[src/rtl/logic8_nibble_seq_if.sv]
// logic8_nibble_seq_if
// Operand/result bundle for the nibble-serial 8-bit logic unit.
//   start  : request strobe, sampled on the rising clock edge
//   op     : 00 AND, 01 OR, 10 XOR, 11 NOT A
//   A, B   : 8-bit operands, captured when start is accepted
//   busy   : computation in progress
//   done   : one-cycle completion strobe
//   Result : assembled 8-bit result, held until the next completion
//   zero   : Result == 0, updated together with Result
// The master modport drives the request side; the slave modport is the unit.
interface logic8_nibble_seq_if;
  logic       start;
  logic [1:0] op;
  logic [7:0] A;
  logic [7:0] B;
  logic       busy;
  logic       done;
  logic [7:0] Result;
  logic       zero;

  modport master (
    output start, op, A, B,
    input  busy, done, Result, zero
  );

  modport slave (
    input  start, op, A, B,
    output busy, done, Result, zero
  );
endinterface

[src/rtl/logic8_nibble_seq.sv]
// logic8_nibble_seq
// Evaluates AND / OR / XOR / NOT over 8-bit operands using one shared 4-bit
// datapath: low nibble in the LOW state, high nibble in the HIGH state, then
// the two halves are reassembled into Result with a one-cycle done strobe.
// Ports:
//   clk  : rising-edge clock
//   rst  : synchronous active-high reset (clears state, operands, outputs)
//   bus  : logic8_nibble_seq_if.slave (start/op/A/B in, busy/done/Result/zero out)
// All outputs come straight from flops.
module logic8_nibble_seq (
  input  logic                        clk,
  input  logic                        rst,
  logic8_nibble_seq_if.slave          bus
);

  typedef enum logic [1:0] {
    IDLE = 2'd0,
    LOW  = 2'd1,
    HIGH = 2'd2,
    DONE = 2'd3
  } state_t;

  state_t     state_reg;
  state_t     state_next;
  logic       accept;

  logic [7:0] a_reg;
  logic [7:0] b_reg;
  logic [1:0] op_reg;
  logic [3:0] partial_reg;

  logic       busy_reg;
  logic       done_reg;
  logic [7:0] result_reg;
  logic       zero_reg;

  logic [3:0] nib_a;
  logic [3:0] nib_b;
  logic [3:0] nib_out;
  logic [7:0] assembled;

  // ---------------------------------------------------------------------
  // State register
  // ---------------------------------------------------------------------
  always_ff @(posedge clk) begin
    if (rst) begin
      state_reg <= IDLE;
    end else begin
      state_reg <= state_next;
    end
  end

  // ---------------------------------------------------------------------
  // Next-state logic. A new request is only taken in IDLE or DONE; a start
  // seen in LOW/HIGH is dropped, not queued.
  // ---------------------------------------------------------------------
  always_comb begin
    state_next = state_reg;
    accept     = 1'b0;
    case (state_reg)
      IDLE: begin
        if (bus.start) begin
          accept     = 1'b1;
          state_next = LOW;
        end
      end
      LOW:  state_next = HIGH;
      HIGH: state_next = DONE;
      DONE: begin
        if (bus.start) begin
          accept     = 1'b1;
          state_next = LOW;
        end else begin
          state_next = IDLE;
        end
      end
      default: state_next = IDLE;
    endcase
  end

  // ---------------------------------------------------------------------
  // Shared nibble datapath: the HIGH state selects the upper halves,
  // every other state the lower halves.
  // ---------------------------------------------------------------------
  assign nib_a = (state_reg == HIGH) ? a_reg[7:4] : a_reg[3:0];
  assign nib_b = (state_reg == HIGH) ? b_reg[7:4] : b_reg[3:0];

  generate
    for (genvar gi = 0; gi < 4; gi++) begin : g_bit
      always_comb begin
        nib_out[gi] = 1'b0;
        case (op_reg)
          2'b00:   nib_out[gi] = nib_a[gi] & nib_b[gi];
          2'b01:   nib_out[gi] = nib_a[gi] | nib_b[gi];
          2'b10:   nib_out[gi] = nib_a[gi] ^ nib_b[gi];
          default: nib_out[gi] = ~nib_a[gi];
        endcase
      end
    end
  endgenerate

  assign assembled = {nib_out, partial_reg};

  // ---------------------------------------------------------------------
  // Operand capture, partial result and registered outputs. busy/done are
  // registered from the next state so they line up with the state flops.
  // ---------------------------------------------------------------------
  always_ff @(posedge clk) begin
    if (rst) begin
      a_reg       <= 8'h00;
      b_reg       <= 8'h00;
      op_reg      <= 2'b00;
      partial_reg <= 4'h0;
      busy_reg    <= 1'b0;
      done_reg    <= 1'b0;
      result_reg  <= 8'h00;
      zero_reg    <= 1'b1;
    end else begin
      if (accept) begin
        a_reg  <= bus.A;
        b_reg  <= bus.B;
        op_reg <= bus.op;
      end
      if (state_reg == LOW) begin
        partial_reg <= nib_out;
      end
      // Result/zero change only on the edge leaving HIGH.
      if (state_reg == HIGH) begin
        result_reg <= assembled;
        zero_reg   <= (assembled == 8'h00);
      end
      busy_reg <= (state_next == LOW) || (state_next == HIGH);
      done_reg <= (state_next == DONE);
    end
  end

  assign bus.busy   = busy_reg;
  assign bus.done   = done_reg;
  assign bus.Result = result_reg;
  assign bus.zero   = zero_reg;

endmodule

[src/flat_wrapper.sv]
// flat-port wrapper written by rule: the top's interface ports become plain ports
module logic8_nibble_seq_flat 
  (clk, rst, bus_start, bus_op, bus_A, bus_B, bus_busy, bus_done, bus_Result, bus_zero);
  logic8_nibble_seq_if bus_i ();
  input  logic clk;
  input  logic rst;
  input wire logic [$bits(bus_i.start)-1:0] bus_start;
  input wire logic [$bits(bus_i.op)-1:0] bus_op;
  input wire logic [$bits(bus_i.A)-1:0] bus_A;
  input wire logic [$bits(bus_i.B)-1:0] bus_B;
  output wire logic [$bits(bus_i.busy)-1:0] bus_busy;
  output wire logic [$bits(bus_i.done)-1:0] bus_done;
  output wire logic [$bits(bus_i.Result)-1:0] bus_Result;
  output wire logic [$bits(bus_i.zero)-1:0] bus_zero;
  assign bus_i.start = bus_start;
  assign bus_i.op = bus_op;
  assign bus_i.A = bus_A;
  assign bus_i.B = bus_B;
  assign bus_busy = bus_i.busy;
  assign bus_done = bus_i.done;
  assign bus_Result = bus_i.Result;
  assign bus_zero = bus_i.zero;
  logic8_nibble_seq u_core (.clk(clk), .rst(rst), .bus(bus_i));
endmodule
[config.mk]
export PLATFORM = sky130hd
export DESIGN_NAME = logic8_nibble_seq_flat
export DESIGN_NICKNAME = d
export VERILOG_FILES = /design/src/rtl/logic8_nibble_seq_if.sv /design/src/rtl/logic8_nibble_seq.sv /design/src/flat_wrapper.sv
export SDC_FILE = /design/constraint.sdc
export NUM_CORES = 1
export LEC_CHECK = 0
export ABC_AREA = 0
export CORE_MARGIN = 2
export CORE_UTILIZATION = 39
export CTS_CLUSTER_DIAMETER = 150
export DETAILED_ROUTE_END_ITERATION = 12
export PLACE_DENSITY = 0.68
export REMOVE_ABC_BUFFERS = 1
export SKIP_LAST_GASP = 1
export SYNTH_ARGS = -nofsm -noshare
export SYNTH_HDL_FRONTEND = slang
export SYNTH_SLANG_ARGS = --single-unit
[constraint.sdc]
create_clock -name clk -period 4 [get_ports clk]
set_input_delay 1 -clock clk [delete_from_list [all_inputs] [get_ports clk]]
set_output_delay 1 -clock clk [all_outputs]
set_load 0.01 [all_outputs]
==> results_dict.tcl, run 1 <==
set metrics [dict create \
    synth_ff_type "dfxtp_1" \
    vias 1285 \
    holdBufCountCts 0 \
    synth_edf_count 0 \
    r2r_start "u_core.state_reg[0]$_SDFF_PP0_" \
    tightest_slew_ps 670 \
    first_iter_violations 35 \
    numCtsBuffers 5 \
    final_cell_mix "nand2_1, dfxtp_1, clkdlybuf4s50_1, a21oi_1, nor2_1" \
    ctsHtreeMaxLevel 2 \
    m1WireLength_um 1430 \
    cts_setup_buffers 0 \
    crit_fanout 8 \
    grt_antenna_before_repair 0 \
    yosysWarnings 0 \
    crit_slowest_cell "or4_4" \
    wl_per_cell_um 11.0 \
    worstSetupEndpointType "register" \
    dr_wl_met2_um 1350 \
    clk_pin_slew_ps 70 \
    syn_inst 191 \
    relSlewSlack_pct 55.2 \
    path_cells "inv_1 > ha_1 > mux2i_1 > inv_1 > ha_1 > mux4_2 > or4_4 > o41ai_2" \
    ff2ff_path_depth 8 \
    cts_sinks 35 \
    synth.distinct_cells 25 \
    period_needed_ps 2770 \
    cts.repair.resized 0 \
    path_class "register to register" \
    grt_start_max_net_pins 19 \
    arrival_ps 2970 \
    drc 0 \
    core_um2 4060 \
    num_rows 23 \
    crit_start "u_core.state_reg[0]$_SDFF_PP0_" \
    dp.final_hpwl_um 2230 \
    die-area_um2 4830 \
    ff2ff_setup_slack_ps 1230 \
    p_leak_uw 0.000871 \
    routed_via_density 4.76 \
    worst_ep_required_time_ps 4200 \
    cap_violations 0 \
    layout-drive-gt1-share_pct 6.82 \
    grt_pass1_wl_um 5450 \
    setup_viol 0 \
    power_density_nw_per_um2 616 \
    finalNetCount 252 \
    hold_path.class "register to register" \
    dieWidth_um 69.5 \
    async_flop_share_pct 0 \
    cp-start-kind "register" \
    synth_area_leaders "dfxtp_1, mux2i_1, ha_1, nand2_1, a21oi_1" \
    grt_use_total_pct 14.1 \
    yosys.area.top_type "dfxtp_1" \
    netlist.area_leader.share_pct 41.9 \
    die_y_um 69.5 \
    synth_seq_cells 35 \
    antenna_left 0 \
    utilization_pct 51.6 \
    max_freq_mhz 361 \
    ir_worst_vdd_v 0.000221 \
    finalHoldViolCount 0 \
    place_area_um2 2010 \
    hold_depth 2 \
    finalSetupTns_ps 0 \
    cts_tree "done" \
    initial_core_util_pct 41.2 \
    reg2reg_to "u_core.bus.zero$_SDFFE_PP1P_" \
    final_cell_area_um2 2090 \
    critPathMaxStageDelay_ps 490 \
    rsz0062_at_grt "false" \
    grt_pass1_vias 1235 \
    avgSynthCellArea_um2 8.76 \
    area.growth.synth_to_final_pct 25.1 \
    drt_first_pass_iters 4 \
    top_layer "met4" \
    fin_crit_sh_pct 69.3 \
    met3_length_um 139 \
    endpoint "u_core.bus.zero$_SDFFE_PP1P_" \
    syn-cell-area_um2 1670 \
    synth.yosys.seq_area_share_pct 41.9 \
    io_buffers 31 \
    root_buffer "clkbuf_8" \
    place_congestion 0.765 \
    clock_latency_ps 290 \
    finClkSkew_ps 3.19 \
    layout_commonest_cell "nand2_1" \
    routed_wl_um 2980 \
    ios 32 \
    status "complete, no violations" \
    antenna_cells 0 \
    drv_slew 0 \
    clk_path_buf_depth 2 \
    grt-ovfl-total 0 \
]
==> synthesized netlist by cell type, types with 2 or more instances <==
cell      count
mux2i_1      16
mux4_1        2
o21ai_0       2
buf_1         2
and2_1        2
o22a_2        2
nor2_1       17
inv_1        15
nand2_1      36
dfxtp_1      35
nor2b_1       3
clkbuf_1      9
ha_1         12
a211oi_1      5
a21oi_1      22
o22ai_1       2
==> worst max-delay path: cells and delay by family, from the launching register on <==
kind,cells,cell delay (ps)
DFF,1,340
AOI/OAI and AO/OA,1,190
buffers and inverters,2,170
muxes,2,770
adders and majority gates,2,730
and+or+nand+nor,1,490
==> routing by layer <==
metal / track usage (%) / vias to the layer above
met5: 0 / -
met4: 9.15 / 0
met3: 3.78 / 7
met2: 22.0 / 27
met1: 17.1 / 566
li1: - / 685
==> worst min path at each step <==
stage                            startpoint                      endpoint  slack [ps]
3_3_place_gp   u_core.a_reg[1]$_SDFFE_PP0P_  u_core.a_reg[1]$_SDFFE_PP0P_         440
5_1_grt        u_core.b_reg[0]$_SDFFE_PP0P_  u_core.b_reg[0]$_SDFFE_PP0P_         480
3_5_place_dp   u_core.a_reg[4]$_SDFFE_PP0P_  u_core.a_reg[4]$_SDFFE_PP0P_         450
6_report       u_core.a_reg[1]$_SDFFE_PP0P_  u_core.a_reg[1]$_SDFFE_PP0P_         460
2_1_floorplan  u_core.a_reg[0]$_SDFFE_PP0P_  u_core.a_reg[0]$_SDFFE_PP0P_         430
4_1_cts        u_core.a_reg[4]$_SDFFE_PP0P_  u_core.a_reg[4]$_SDFFE_PP0P_         460
==> stage by stage <==
step                setup slack (ps)  hold slack (ps)  instances  power (µW)
floorplan                       1060              430        178         892
global placement                1280              444        262        1050
detailed placement              1200              446        262        1060
CTS                             1210              456        270        1310
global route                    1050              478        270        1410
finish                          1230              455        270        1290
==> cells by family after synthesis <==
family | after synthesis | share of synthesized area [%]
flops | 35 | 41.9
xor+xnor | 1 | 0.524
mux | 19 | 14.1
compound gates | 34 | 12.3
buf+inv | 29 | 7.03
simple gates | 61 | 15.2
fa+ha+maj | 12 | 8.98
==> power by group <==
part / leakage (µW) / switching [µW] / internal, µW
Sequential: 0.000286 / 60.3 / 436
Combinational: 0.000542 / 280 / 269
Clock: 0.0000422 / 122 / 122
Total: 0.000871 / 461 / 827
==> area by class of cell <==
cell class | count | area (µm²)
clock buffer | 7 | 76.3
multi-input combinational | 127 | 855
fill | 409 | 1970
timing repair buffer | 34 | 333
clock inverter | 1 | 5.00
inverter | 16 | 60.1
tap | 50 | 62.6
sequential | 35 | 701
No activity file was read; power rests on OpenSTA's default activity.
==> run 2: changes to the inputs <==
- clock period: 4 -> 2.6 ns (I/O delays scaled with it)
==> results_dict.tcl, run 2 (same netlist as run 1, synthesis figures left out) <==
set metrics [dict create \
    routed_wl_um 2930 \
    crit_slowest_cell "or4_4" \
    first_iter_violations 51 \
    hold_path.class "register to register" \
    worst_ep_required_time_ps 2790 \
    antenna_left 0 \
    critPathMaxStageDelay_ps 490 \
    ctsHtreeMaxLevel 2 \
    max_freq_mhz 405 \
    worstSetupEndpointType "register" \
    num_rows 23 \
    drt_first_pass_iters 3 \
    antenna_cells 0 \
    dieWidth_um 69.5 \
    initial_core_util_pct 41.2 \
    grt_pass1_wl_um 5380 \
    grt_antenna_before_repair 0 \
    utilization_pct 53.0 \
    grt_pass1_vias 1213 \
    dp.final_hpwl_um 2240 \
    period_needed_ps 2470 \
    ff2ff_setup_slack_ps 130 \
    setup_viol 0 \
    arrival_ps 2660 \
    whs_endpoint "u_core.a_reg[1]$_SDFFE_PP0P_" \
    final_cell_mix "nand2_1, dfxtp_1, clkdlybuf4s50_1, a21oi_1, nor2_1" \
    finalNetCount 255 \
    status "complete, no violations" \
    layout_commonest_cell "nand2_1" \
    ios 32 \
    clk_pin_slew_ps 70 \
    cap_violations 0 \
    ff2ff_path_depth 8 \
    path_class "register to register" \
    fin_ws_ps 130 \
    layout-drive-gt1-share_pct 9.50 \
    cts_setup_buffers 0 \
    grt-ovfl-total 0 \
    cts_sinks 35 \
    drv_slew 0 \
    wl_per_cell_um 10.8 \
    finalSetupTns_ps 0 \
    fin_crit_sh_pct 95.0 \
    worstHoldStart "u_core.a_reg[1]$_SDFFE_PP0P_" \
    cp-start-kind "register" \
    vias 1291 \
    fin_cells 271 \
    reg2reg_to "u_core.bus.zero$_SDFFE_PP1P_" \
    seq_area_um2 701 \
    area.growth.synth_to_final_pct 28.6 \
    cts_tree "done" \
    crit_fanout 4 \
    dpl_worst_slack_ps 25.4 \
    clock_latency_ps 280 \
    die-area_um2 4830 \
    rsz0062_at_grt "false" \
    tightest_slew_ps 665 \
    grt_use_total_pct 14.0 \
    grt_start_max_net_pins 20 \
    path_cells "inv_1 > ha_4 > mux2i_4 > inv_1 > ha_1 > mux4_2 > or4_4 > o41ai_2" \
    n_fill_cell 385 \
    finClkSkew_ps 7.12 \
    numCtsBuffers 5 \
    r2r_start "u_core.state_reg[0]$_SDFF_PP0_" \
    die_y_um 69.5 \
    p_leak_uw 0.000888 \
    core_um2 4060 \
    power_density_nw_per_um2 946 \
    finalHoldViolCount 0 \
    cpMostUsedCell "inv_1" \
    root_buffer "clkbuf_8" \
    ir_worst_vdd_v 0.000372 \
    drc 0 \
    fin_hold_ws_ps 452 \
    io_buffers 31 \
    hold_depth 2 \
    routed_via_density 4.76 \
    relSlewSlack_pct 55.5 \
    clk_path_buf_depth 2 \
    place_inst 265 \
    place_congestion 0.719 \
    multi_input_area_um2 887 \
]
[run 2: routing by layer]
layer | track usage (%) | wire length, µm
met1 | 17.5 | 1410
met4 | 5.88 | 53
met5 | 0 | 0
met3 | 5.38 | 142
met2 | 21.4 | 1330
[run 2: cell type report]
cell class	instances	share of cell area (%)
clock buffers	6	3.37
inverters	16	2.79
multi-input cells	127	41.2
flip-flops and latches	35	32.6
well taps	50	2.91
repair buffers	37	17.1
[run 2: where the power goes]
part / internal [µW] / switching [µW] / total (µW)
Sequential: 672 / 96.1 / 768
Combinational: 463 / 453 / 916
Clock: 178 / 172 / 350
Total: 1310 / 721 / 2030
[run 2: stage by stage]
stage	cell area (µm²)	power, µW
floorplan	1620	1370
global placement	2050	1650
detailed placement	2050	1670
CTS	2120	2030
global route	2150	2230
finish	2150	2030
[run 2: timing repair]
| item | 4_1_cts | 5_1_grt |
|---|---|---|
| gates resized for setup | 0 | 6 |
| endpoints found under the setup margin | 0 | 3 |
| hold buffers | 0 | 0 |
[run 2: critical path: cells and delay by family (launching register included)]
family	cells	cell delay (ps)
adders and majority gates	2	500
and+or+nand+nor	1	490
DFF	1	310
buffers and inverters	2	190
AOI/OAI and AO/OA	1	190
muxes	2	710
[run 2: worst max path at each step]
| stage | slack, ps | endpoint | from | cells past startpoint |
|---|---|---|---|---|
| after floorplan | -340 | u_core.bus.zero$_SDFFE_PP1P_ | u_core.state_reg[0]$_SDFF_PP0_ | 8 |
| after global placement | 130 | u_core.bus.zero$_SDFFE_PP1P_ | u_core.state_reg[0]$_SDFF_PP0_ | 8 |
| after detailed placement | 30 | u_core.bus.zero$_SDFFE_PP1P_ | u_core.state_reg[0]$_SDFF_PP0_ | 8 |
| after CTS | 10 | u_core.bus.zero$_SDFFE_PP1P_ | u_core.state_reg[0]$_SDFF_PP0_ | 8 |
| after global routing | 30 | u_core.bus.zero$_SDFFE_PP1P_ | u_core.state_reg[0]$_SDFF_PP0_ | 8 |
| final | 130 | u_core.bus.zero$_SDFFE_PP1P_ | u_core.state_reg[0]$_SDFF_PP0_ | 8 |
==> run 3: changes to the inputs <==
- ABC_CLOCK_PERIOD_IN_PS: unset -> 2600
- REMOVE_ABC_BUFFERS: 1 -> unset
==> results_dict.tcl, run 3 (same netlist as run 1, synthesis figures left out) <==
set metrics [dict create \
    grt-ovfl-total 0 \
    io_buffers 31 \
    numCtsBuffers 5 \
    status "complete, no violations" \
    p_comb_share_pct 42.2 \
    switching_share_pct 34.2 \
    first_iter_violations 56 \
    dp.final_hpwl_um 2340 \
    p_clk_share_pct 23.0 \
    period_needed_ps 2520 \
    vias 1324 \
    hold_path.class "register to register" \
    m1WireLength_um 1550 \
    cp-start-kind "register" \
    crit_fanout 3 \
    grt_start_max_net_pins 19 \
    fin_crit_sh_pct 96.9 \
    place_congestion 0.755 \
    place_inst 267 \
    ctsHtreeMaxLevel 2 \
    antenna_cells 0 \
    worstHoldStart "u_core.a_reg[1]$_SDFFE_PP0P_" \
    layout-drive-gt1-share_pct 11.1 \
    synth.net_count 224 \
    drc 0 \
    clk_path_buf_depth 2 \
    power_density_nw_per_um2 998 \
    p_leak_uw 0.000913 \
    p_seq_share_pct 34.8 \
    dieWidth_um 69.5 \
    area.growth.synth_to_final_pct 30.3 \
    grt_antenna_before_repair 0 \
    worst_ep_required_time_ps 2790 \
    finalHoldViolCount 0 \
    n_fill_cell 373 \
    hold_depth 2 \
    wl_per_cell_um 11.6 \
    routed_via_density 4.81 \
    die-area_um2 4830 \
    cts_sinks 35 \
    initial_core_util_pct 41.2 \
    ff2ff_path_depth 8 \
    grt_use_total_pct 13.8 \
    finalSetupTns_ps 0 \
    r2r_start "u_core.state_reg[0]$_SDFF_PP0_" \
    ff2ff_setup_slack_ps 80 \
    core_um2 4060 \
    met3_length_um 177 \
    path_cells "inv_1 > ha_2 > mux2i_2 > inv_1 > ha_1 > mux4_2 > or4_4 > o41ai_2" \
    timing.critical_path.buf_inv 2 \
    path_class "register to register" \
    cpMostUsedCell "inv_1" \
    worstSetupEndpointType "register" \
    layout_commonest_cell "nand2_1" \
    ir_worst_vdd_v 0.000514 \
    drt_first_pass_iters 4 \
    top_layer "met4" \
    fin_cells 275 \
    cpLargestDelayFamily "multiplexers" \
    grt_pass1_vias 1262 \
    utilization_pct 53.7 \
    p_int_uw 1430 \
    finClkSkew_ps 7.11 \
    cts_tree "done" \
    cap_violations 0 \
    rsz0062_at_grt "false" \
    clock_latency_ps 290 \
    cts_setup_buffers 0 \
    critPathMaxStageDelay_ps 490 \
    crit_slowest_cell "or4_4" \
    ios 32 \
    grt_pass1_wl_um 5400 \
    setup_viol 0 \
    clk_pin_slew_ps 70 \
    finalPower_uw 2180 \
    antenna_left 0 \
    switchingPower_uw 743 \
    max_freq_mhz 397 \
    arrival_ps 2710 \
    root_buffer "clkbuf_8" \
    final_cell_mix "nand2_1, dfxtp_1, clkdlybuf4s50_1, a21oi_1, nor2_1" \
    reg2reg_to "u_core.bus.zero$_SDFFE_PP1P_" \
    finalNetCount 257 \
    num_rows 23 \
    relSlewSlack_pct 57.6 \
    die_y_um 69.5 \
    tightest_slew_ps 636 \
    drv_slew 0 \
    whs_endpoint "u_core.a_reg[1]$_SDFFE_PP0P_" \
    routed_wl_um 3190 \
    dr_wl_met2_um 1430 \
]
## run 3: layout make-up
type / instances / area (µm²) / area share [%]
well taps: 50 / 62.6 / 2.87
clock buffers: 6 / 82.6 / 3.79
clock inverters: 2 / 35.0 / 1.61
repair buffers: 39 / 374 / 17.2
multi-input cells: 127 / 865 / 39.7
inverters: 16 / 60.1 / 2.76
flip-flops and latches: 35 / 701 / 32.1
## run 3: power groups by stage
stage | sequential (µW) | clock, µW | combinational [µW]
finish | 758 | 500 | 918
global placement | 764 | 0 | 900
global route | 775 | 535 | 1030
floorplan | 758 | 0 | 654
detailed placement | 767 | 0 | 909
CTS | 756 | 511 | 914
## run 3: worst max-delay path by stage
| stage | depth (start not counted) | to | from |
|---|---|---|---|
| floorplan | 9 | u_core.bus.zero$_SDFFE_PP1P_ | u_core.state_reg[0]$_SDFF_PP0_ |
| global placement | 8 | u_core.bus.zero$_SDFFE_PP1P_ | u_core.state_reg[0]$_SDFF_PP0_ |
| detailed placement | 8 | u_core.bus.zero$_SDFFE_PP1P_ | u_core.state_reg[0]$_SDFF_PP0_ |
| CTS | 8 | u_core.bus.zero$_SDFFE_PP1P_ | u_core.state_reg[0]$_SDFF_PP0_ |
| global route | 8 | u_core.bus.zero$_SDFFE_PP1P_ | u_core.state_reg[0]$_SDFF_PP0_ |
| finish | 8 | u_core.bus.zero$_SDFFE_PP1P_ | u_core.state_reg[0]$_SDFF_PP0_ |
## run 3: metal layers
layer | vias up | GRT usage [%]
met3 | 5 | 4.51
met5 | - | 0
met1 | 587 | 16.6
met2 | 36 | 22.6
li1 | 696 | -
met4 | 0 | 5.88
## run 3: through the flow
step                hold slack (ps)  cell area (µm²)  setup WS, ps
global placement                443             2050           163
CTS                             457             2170          69.5
finish                          453             2180          80.1
global route                    479             2180          2.62
detailed placement              447             2050          88.0
floorplan                       436             1680          33.7
## run 3: tightest hold or removal path: cells and delay by family (launching register included)
kind,cells,cell delay (ps)
flops,1,310
simple gates,1,50
compound gates,1,50
## run 3: repair_timing
item                       CTS  global route
gates resized for setup      0             4
setup endpoints to repair    0             2
hold buffers                 0             0
